<file path="config.mk">
export PLATFORM = sky130hd
export DESIGN_NAME = hamming_rx_sched
export DESIGN_NICKNAME = d
export VERILOG_FILES = /design/src/rtl/hamming_pkg.sv /design/src/rtl/hamming_rx_sched_syn_calc.sv /design/src/rtl/hamming_rx_sched.sv
export SDC_FILE = /design/constraint.sdc
export NUM_CORES = 1
export LEC_CHECK = 0
export ABC_AREA = 0
export CORE_MARGIN = 3
export CORE_UTILIZATION = 48
export DETAILED_ROUTE_END_ITERATION = 8
export PLACE_DENSITY = 0.86
export SKIP_CTS_REPAIR_TIMING = 1
export SLEW_MARGIN = 40
export SYNTH_ARGS = -nofsm -noshare
export SYNTH_HDL_FRONTEND = slang
export SYNTH_SLANG_ARGS = --single-unit
</file>
<file path="constraint.sdc">
create_clock -name clk -period 3 [get_ports clk]
set_input_delay 0.75 -clock clk [delete_from_list [all_inputs] [get_ports clk]]
set_output_delay 0.75 -clock clk [all_outputs]
set_load 0.03 [all_outputs]
</file>
<file path="src/rtl/hamming_pkg.sv">
// Shared constants, FSM state type and syndrome decode for the Hamming (7,4) receive scheduler.
package hamming_pkg;

  localparam int CODE_W = 7;
  localparam int DATA_W = 4;
  localparam int SYN_W  = 3;

  // Bit position 7 never exists in a 7-bit word, so it doubles as "no flip".
  localparam logic [2:0] POS_NONE = 3'd7;

  typedef enum logic [1:0] {
    IDLE,
    CALC,
    OUT
  } state_e;

  function automatic logic [2:0] syn_to_pos(input logic [SYN_W-1:0] syn);
    logic [2:0] pos;
    case (syn)
      3'd6:    pos = 3'd0;
      3'd5:    pos = 3'd1;
      3'd3:    pos = 3'd2;
      3'd7:    pos = 3'd3;
      3'd1:    pos = 3'd4;
      3'd2:    pos = 3'd5;
      3'd4:    pos = 3'd6;
      default: pos = POS_NONE;
    endcase
    return pos;
  endfunction

endpackage

</file>
<file path="src/rtl/hamming_rx_sched_syn_calc.sv">
// Combinational syndrome and single-error correction of one (7,4) codeword; data nibble only.
module hamming_syn_calc
  import hamming_pkg::*;
(
  input  logic [CODE_W-1:0] code,
  output logic [SYN_W-1:0]  syn,
  output logic [DATA_W-1:0] data
);

  logic [2:0]        pos;
  logic [DATA_W-1:0] data_flip;

  always_comb begin
    syn[2] = code[0] ^ code[1] ^ code[3] ^ code[6];
    syn[1] = code[0] ^ code[2] ^ code[3] ^ code[5];
    syn[0] = code[1] ^ code[2] ^ code[3] ^ code[4];
    pos    = syn_to_pos(syn);
    // A flipped parity bit (positions 4..6) leaves the data nibble untouched.
    data_flip = '0;
    if (pos[2] == 1'b0) data_flip[pos[1:0]] = 1'b1;
    data = code[DATA_W-1:0] ^ data_flip;
  end

endmodule

</file>
<file path="src/rtl/hamming_rx_sched.sv">
// Round-robin scheduler sharing one Hamming (7,4) correct datapath across NUM_CH channels.
// States: IDLE grant+capture | CALC syndrome/correct/count | OUT hold result until out_ready.
module hamming_rx_sched
  import hamming_pkg::*;
#(
  parameter int NUM_CH = 4,
  parameter int CH_W   = 2,
  parameter int CNT_W  = 16
) (
  input  logic                     clk,
  input  logic                     rst_n,
  input  logic [NUM_CH-1:0]        ch_valid,
  input  logic [CODE_W*NUM_CH-1:0] ch_code,
  output logic [NUM_CH-1:0]        ch_ready,
  output logic                     out_valid,
  input  logic                     out_ready,
  output logic [DATA_W-1:0]        out_data,
  output logic [CH_W-1:0]          out_ch,
  output logic [SYN_W-1:0]         out_syn,
  output logic                     out_corr,
  input  logic                     clr_cnt,
  output logic [CNT_W-1:0]         corr_cnt
);

  localparam int PW = CH_W + 1;

  state_e              state_q, state_d;
  logic [CODE_W-1:0]   code_q, code_d;
  logic [CH_W-1:0]     ch_q, ch_d;
  logic [CH_W-1:0]     ptr_q, ptr_d;
  logic [DATA_W-1:0]   out_data_q, out_data_d;
  logic [CH_W-1:0]     out_ch_q, out_ch_d;
  logic [SYN_W-1:0]    out_syn_q, out_syn_d;
  logic                out_corr_q, out_corr_d;
  logic [CNT_W-1:0]    cnt_q, cnt_d;

  logic                found;
  logic [CH_W-1:0]     win;
  logic [PW-1:0]       cand;
  logic [PW-1:0]       ptr_inc;
  logic [CH_W-1:0]     ptr_nxt;
  logic [SYN_W-1:0]    calc_syn;
  logic [DATA_W-1:0]   calc_data;

  hamming_syn_calc u_syn_calc (
    .code (code_q),
    .syn  (calc_syn),
    .data (calc_data)
  );

  // Wrap-around search starting at the priority pointer; first valid wins.
  always_comb begin
    found = 1'b0;
    win   = '0;
    cand  = '0;
    for (int k = 0; k < NUM_CH; k++) begin
      cand = {1'b0, ptr_q} + PW'(k);
      if (cand >= PW'(NUM_CH)) cand = cand - PW'(NUM_CH);
      if (!found && ch_valid[cand[CH_W-1:0]]) begin
        found = 1'b1;
        win   = cand[CH_W-1:0];
      end
    end
    ptr_inc = {1'b0, win} + PW'(1);
    if (ptr_inc >= PW'(NUM_CH)) ptr_nxt = '0;
    else                        ptr_nxt = ptr_inc[CH_W-1:0];
  end

  always_comb begin
    ch_ready = '0;
    if (state_q == IDLE && found) ch_ready[win] = 1'b1;
  end

  always_comb begin
    state_d    = state_q;
    code_d     = code_q;
    ch_d       = ch_q;
    ptr_d      = ptr_q;
    out_data_d = out_data_q;
    out_ch_d   = out_ch_q;
    out_syn_d  = out_syn_q;
    out_corr_d = out_corr_q;
    cnt_d      = cnt_q;
    case (state_q)
      IDLE: begin
        if (found) begin
          code_d  = ch_code[int'(win)*CODE_W +: CODE_W];
          ch_d    = win;
          ptr_d   = ptr_nxt;
          state_d = CALC;
        end
      end
      CALC: begin
        out_data_d = calc_data;
        out_ch_d   = ch_q;
        out_syn_d  = calc_syn;
        out_corr_d = |calc_syn;
        if ((|calc_syn) && (cnt_q != {CNT_W{1'b1}})) cnt_d = cnt_q + 1'b1;
        state_d = OUT;
      end
      OUT: begin
        if (out_ready) state_d = IDLE;
      end
      default: state_d = IDLE;
    endcase
    if (clr_cnt) cnt_d = '0;
  end

  always_ff @(posedge clk or negedge rst_n) begin
    if (!rst_n) begin
      state_q    <= IDLE;
      code_q     <= '0;
      ch_q       <= '0;
      ptr_q      <= '0;
      out_data_q <= '0;
      out_ch_q   <= '0;
      out_syn_q  <= '0;
      out_corr_q <= 1'b0;
      cnt_q      <= '0;
    end else begin
      state_q    <= state_d;
      code_q     <= code_d;
      ch_q       <= ch_d;
      ptr_q      <= ptr_d;
      out_data_q <= out_data_d;
      out_ch_q   <= out_ch_d;
      out_syn_q  <= out_syn_d;
      out_corr_q <= out_corr_d;
      cnt_q      <= cnt_d;
    end
  end

  assign out_valid = (state_q == OUT);
  assign out_data  = out_data_q;
  assign out_ch    = out_ch_q;
  assign out_syn   = out_syn_q;
  assign out_corr  = out_corr_q;
  assign corr_cnt  = cnt_q;

endmodule

</file>
### Yosys cells after proc, flatten, opt, wreduce, memory -nomap -nowiden

Index checks and enable logic that the tools add are counted.

| cells by class | value |
|---|---|
| div/mod/pow operators | 0 |
| bitwise gates (word level) | 10 |
| mux-type cells | 34 |
| reduce and logical (&&, ||, !) cells | 17 |
| add/sub/neg operators | 9 |
| shifts and indexed selects | 1 |
| multipliers | 1 |
| equal/unequal tests | 12 |
| magnitude comparators | 13 |

Operator list:

| cell | number |
|---|---|
| $mux W16 | 3 |
| $shiftx A28 B6 Y7 | 1 |
| $mux W2 | 11 |
| $pmux W3 S7 | 1 |
| $lt A2 B3 Y1 const B | 6 |
| $add A16 B1 Y16 const B | 1 |
| $ne A16 B16 Y1 const B | 1 |
| $eq A3 B3 Y1 const B | 4 |
| $ge A3 B3 Y1 const B | 4 |
| $mux W1 | 10 |
| $xor A1 B1 Y1 | 9 |
| $bmux W1 S2 | 4 |
| $mux W4 | 2 |
| $sub A2 B1 Y2 const B | 4 |
| $logic_and A1 B1 Y1 | 7 |
| $add A2 B1 Y3 const B | 2 |
| $add A2 B2 Y3 const B | 2 |
| $eq A3 B2 Y1 const B | 2 |
| $pmux W2 S3 | 1 |
| $reduce_and A2 Y1 | 3 |
| $mul A2 B3 Y5 const B | 1 |
| $demux W1 S2 | 2 |
| $ge A2 B1 Y1 const B | 2 |
| $reduce_bool A2 Y1 | 2 |
| other kinds (10) | 12 |

| word-level totals | value |
|---|---|
| bits of input ports | 36 |
| register bits after elaboration | 39 |
| output and inout port bits | 31 |
| logic and storage cells | 106 |
| bits in latches | 0 |
| memories kept | 0 |
| memory bits (writable) | 0 |
| ROM bits | 0 |

### Logic depth before layout (Yosys ltp)

| logic depth | value |
|---|---|
| depth in word-level cells | 19 |
| gate-level depth with buffers | 11 |
| mapped depth without buffers | 10 |

### Hierarchy

A second synthesis with hierarchy kept.

| unflattened totals | value |
|---|---|
| cell total of the unflattened synthesis | 225 |
| area, all modules | 2334.7 um^2 |

Modules (own cells, without submodules):

| module | sequential area each (um^2) | area each (um^2) | cells an instance | instances |
|---|---|---|---|---|
| hamming_rx_sched | 975.9 | 2089.5 | 191 | 1 |
| hamming_syn_calc | 0.0 | 245.2 | 34 | 1 |

### Worst setup path before layout

No wires, ideal clock.

| path | value |
|---|---|
| path kind | in2out |
| start point | input port ch_valid[0] |
| end point | output port ch_ready[3] |
| slack | 0.041 ns |
| data arrival time | 2.209 ns |
| path buffers | 2 |
| cell stages on the path | 8 |
| data required time | 2.250 ns |
| cell sequence | nor2b_1 -> nor2_1 -> o22ai_1 -> buf_1 -> buf_2 -> inv_1 -> ha_1 -> and2_1 |

| between the ends | value |
|---|---|
| word-level cells in the longest chain between the ends | 17 |
| elaborated cells between the ends (all ways) | 29 |
| those cells by class | 2 x order compare; 19 x mux; 8 x reduce/logical |

Ends and longest elaborated chain:

| what | RTL line | text |
|---|---|---|
| from (decl) | hamming_rx_sched.sv:12 | `input logic [NUM_CH-1:0] ch_valid,` |
| $bmux W1 S2 | hamming_rx_sched.sv:59 | `if (!found && ch_valid[cand[CH_W-1:0]]) begin` |
| $mux W1 (not written as such) | hamming_rx_sched.sv:59 |  |
| $mux W1 | hamming_rx_sched.sv:59 |  |
| $logic_not A1 Y1 | hamming_rx_sched.sv:59 |  |
| $logic_and A1 B1 Y1 | hamming_rx_sched.sv:59 |  |
| $mux W1 | hamming_rx_sched.sv:59 |  |
| $logic_not A1 Y1 | hamming_rx_sched.sv:59 |  |
| $logic_and A1 B1 Y1 | hamming_rx_sched.sv:59 |  |
| [2 not listed] | -- |  |
| $logic_and A1 B1 Y1 | hamming_rx_sched.sv:59 |  |
| $mux W2 (*) | hamming_rx_sched.sv:59 |  |
| net win[1] | hamming_rx_sched.sv:38 | `logic [CH_W-1:0] win;` |
| $lt A2 B3 Y1 (not written as such) / $ge A2 B1 Y1 (equally long branches) | hamming_rx_sched.sv:71 | `if (state_q == IDLE && found) ch_ready[win] = 1'b1;` |
| $logic_and A1 B1 Y1 (not written as such) | hamming_rx_sched.sv:71 |  |
| $mux W1 (not written as such) | hamming_rx_sched.sv:71 |  |
| $demux W1 S2 (*) | hamming_rx_sched.sv:71 |  |
| $mux W4 (*) | hamming_rx_sched.sv:71 |  |
| to (decl) | hamming_rx_sched.sv:14 | `output logic [NUM_CH-1:0] ch_ready,` |

The timed path passes the listed nets; every way through them passes the cells marked *. The select of a mux whose other input is x is not followed.

### Worst setup path after layout

| path | value |
|---|---|
| start point | input port ch_valid[0] |
| end point | output port ch_ready[0] |

| between the ends | value |
|---|---|
| word-level cells in the longest chain between the ends | 17 |
| elaborated cells between the ends (all ways) | 29 |
| those cells by class | 2 x order compare; 19 x mux; 8 x reduce/logical |

Ends and longest elaborated chain:

| what | RTL line |
|---|---|
| $bmux W1 S2 | hamming_rx_sched.sv:59 |
| $mux W1 (not written as such) | hamming_rx_sched.sv:59 |
| $mux W1 | hamming_rx_sched.sv:59 |
| $logic_not A1 Y1 | hamming_rx_sched.sv:59 |
| $logic_and A1 B1 Y1 | hamming_rx_sched.sv:59 |
| $mux W1 | hamming_rx_sched.sv:59 |
| $logic_not A1 Y1 | hamming_rx_sched.sv:59 |
| $logic_and A1 B1 Y1 | hamming_rx_sched.sv:59 |
| $mux W1 | hamming_rx_sched.sv:59 |
| $logic_not A1 Y1 | hamming_rx_sched.sv:59 |
| $logic_and A1 B1 Y1 | hamming_rx_sched.sv:59 |
| $mux W2 | hamming_rx_sched.sv:59 |
| $lt A2 B3 Y1 (not written as such) / $ge A2 B1 Y1 (equally long branches) | hamming_rx_sched.sv:71 |
| $logic_and A1 B1 Y1 (not written as such) | hamming_rx_sched.sv:71 |
| $mux W1 (not written as such) | hamming_rx_sched.sv:71 |
| $demux W1 S2 | hamming_rx_sched.sv:71 |
| $mux W4 (*) | hamming_rx_sched.sv:71 |

Every way passes the cells marked *; elsewhere a longest branch is shown, timed or not. The select of a mux whose other input is x is not followed.

==> impl_metrics.ini <==
[outcome]
outcome = complete, no violations

[sta]
clock_skew_ps = 4.836
fin_crit_sh_pct = 95.60
tightest_slew_ps = 732.7
hold_viol_final = 0
max_freq_ghz = 0.3487
maxSlewViolCount = 0
post-route-min-period_ps = 2868
grt_setup_unrepaired = no
worst_hold_slack_ps = 415.3
relSlewSlack_pct = 50.78
final-setup-viol-count = 0

[setup_path]
cp_slowest_cell = ha_1
slowest_delay_ps = 170
r2r_slack_ps = 260
r2r.worst_path.cells = 8
crit_arrival_ps = 2120
worst-path-buf-inv = 4
cp.depth = 10
crit_chain = dlymetal6s2s_1, buf_4, a21oi_1, nor2_1, nor2_1, o22ai_2, buf_12, ha_1, and2_1, buf_4
path_max_fanout = 5
r2r_end = out_data[2]$_DFFE_PN0P_
path_delay_family = buffers and inverters
crit-reg2reg-launch = code_q[1]$_DFFE_PN0N_
required_ps = 2250
cp-start-kind = input pin
path_class = in -> out
critPathLaunch = ch_valid[0]
cp-end-kind = output port

[power]
power_leakage_nw = 1.504
seq_power_share_pct = 22.3
ir_drop_v = 0.0006154
pwr-share-clk_pct = 10.0
switchingPower_mw = 1.883
power.total_mw = 3.884
internal_power_mw = 2.001
p_sw_share_pct = 48.49
p_per_area_mw_per_mm2 = 1153
pwr-share-comb_pct = 67.7

[yosys]
synth.area.top_cells = dfrtp_1 (40%), mux2i_1 (7.3%), nand2_1 (5.5%)
ys_ff_latch = 39
synth-edff-count = 0
synth_xor_area_share_pct = 7.041
synth-async-reset-ratio_pct = 100.0
seq_area_frac_synth_pct = 39.80
synth-warning-count = 0
synth.area.mux_share_pct = 7.347
syn_inst = 269
syn_avg_cell_area_sq_um = 9.117
synth_cell_types = 46
synth_compound_area_share_pct = 14.39
synth_area_sq_mm = 0.002452
synthFlopType = dfrtp_1
yosys.area.top_type_share_pct = 39.80
syn_nets = 312
synth_fa_ha_area_share_pct = 3.571
synth_top_area_cell = dfrtp_1
synth_top_family_by_area = simple AND/OR/NAND/NOR gates
synth-simple-area-share_pct = 23.47

[place]
post-dp-hpwl_microns = 4186
numPortBuffers = 66
gp_congestion = 0.9340

[floorplan]
initial_core_util_pct = 50.91
core_area_sq_mm = 0.004817
io_pins = 67
fp.dieH_microns = 77.48
rows = 25
die_area_sq_mm = 0.006002
die_width_microns = 77.48

[detailed_routing]
drtAntennaViolNets = 0
drc_errors = 0
post_drt_wl_per_cell_microns = 13.87
num_vias = 2262
finalWirelength_microns = 5699
dr.pass1.iters = 4
drt_iter0_drc = 165
viasPerCell = 5.504

[grt]
antenna_found_initial = 0
grt_overflow = 0
grt_pass1_vias = 2063
grt_max_degree = 40
grt_pass1_wl_microns = 9315
grt_usage_pct = 19.01

[flow_run]
drv_cap = 0

[min_path]
hold_path_class = in -> async

[layout]
num-fill-cells = 392
fin_nets = 386
drive_gt1_share_pct = 11.92
area_delta_synth_final_pct = 37.35
n_antenna_cell = 0

[clock_tree]
clockBufferDepth = 2
clock-sinks = 39
ctsRootBufferMaster = clkbuf_8
cts_tree = built
clkTransAtPathRegs_ps = 70
numCtsBuffers = 5
ctsHtreeMaxLevel = 2
worstSkewPairLatency_ps = 290
==> synthesized netlist by cell type (2+ instances only) <==
cell type / count
nor3_1: 5
nand4_1: 8
mux2i_1: 18
a21oi_1: 11
nand2b_1: 3
buf_1: 2
or3_1: 9
o22ai_1: 3
a31oi_1: 2
o21ai_0: 17
clkbuf_1: 5
or4_1: 2
buf_2: 2
nor2b_1: 2
xnor2_1: 7
dfrtp_1: 39
ha_1: 7
xnor2_2: 2
inv_1: 14
a211o_1: 2
xor2_1: 9
o221ai_1: 7
nor2_1: 23
nand3_1: 9
and2_1: 5
nand2_1: 36
==> worst max-delay path by stage <==
| stage | endpoint | slack (ps) |
|---|---|---|
| after CTS | ch_ready[2] | -500 |
| after floorplan | ch_ready[3] | 40 |
| final | ch_ready[0] | 130 |
| after global placement | ch_ready[2] | -400 |
| after detailed placement | ch_ready[2] | -490 |
| after global routing | ch_ready[0] | 50 |
==> state kept, by name, summed over array words and instances (netlist names) <==
signal    count
corr_cnt     16
code_q        7
out_data      4
out_corr      1
ptr_q         2
out_syn       3
out_ch        2
ch_q          2
state_q       2
==> stage by stage <==
stage                     TNS [ps]  instance area, sq um  instances  util, %  worst slack [ps]
after floorplan                  0                  2452        269        -             40.66
after CTS                    -1007                  3306        408    68.62            -499.9
after global placement      -701.6                  3203        400    66.49            -400.5
after detailed placement    -979.6                  3206        400    66.55            -485.6
final                            0                  3368        411    69.92             132.0
after global routing             0                  3368        411    69.92             49.00
==> routing by layer <==
metal	GRT usage (%)	up-vias	part of all wire (%)
met4	4.804	0	0.95
met5	0	-	0
met3	6.845	8	9.6
li1	-	1101	-
met2	30.31	90	47
met1	24.55	1063	43
==> cell families after synthesis <==
| group | count (synthesis) |
|---|---|
| compound gates | 50 |
| xor+xnor | 18 |
| fa+ha+maj | 7 |
| buf+inv | 25 |
| flops | 39 |
| mux | 18 |
| simple gates | 112 |
==> placed cells by master, fill, tap and decap left out, types with 7 or more instances in the layout <==
master / synthesis / routed
xor2_1: 9 / 9
nor2_1: 23 / 23
clkdlybuf4s50_1: 0 / 57
nand4_1: 8 / 8
buf_4: 1 / 16
inv_1: 14 / 13
ha_1: 7 / 7
o21ai_0: 17 / 17
mux2i_1: 18 / 18
or3_1: 9 / 9
o221ai_1: 7 / 7
nand2_1: 36 / 36
a21oi_1: 11 / 9
clkbuf_8: 0 / 7
xnor2_1: 7 / 7
dfrtp_1: 39 / 39
nand3_1: 9 / 9
==> final cells by class <==
class	count	area, sq um	area share [%]
inverter	14	52.55	1.560
tap	67	83.83	2.489
clock buffer	8	100.1	2.972
timing repair buffer	78	760.7	22.59
multi-input combinational	205	1395	41.42
sequential	39	975.9	28.97
==> power groups by stage <==
stage / combinational (mW) / sequential [mW] / clock, mW
after floorplan: 1.85 / 0.963 / 0
after global placement: 2.49 / 0.863 / 0
after detailed placement: 2.56 / 0.870 / 0
after CTS: 2.59 / 0.867 / 0.394
after global routing: 2.88 / 0.895 / 0.423
final: 2.63 / 0.867 / 0.389
Note: power is estimated with default switching activity, not from simulation.
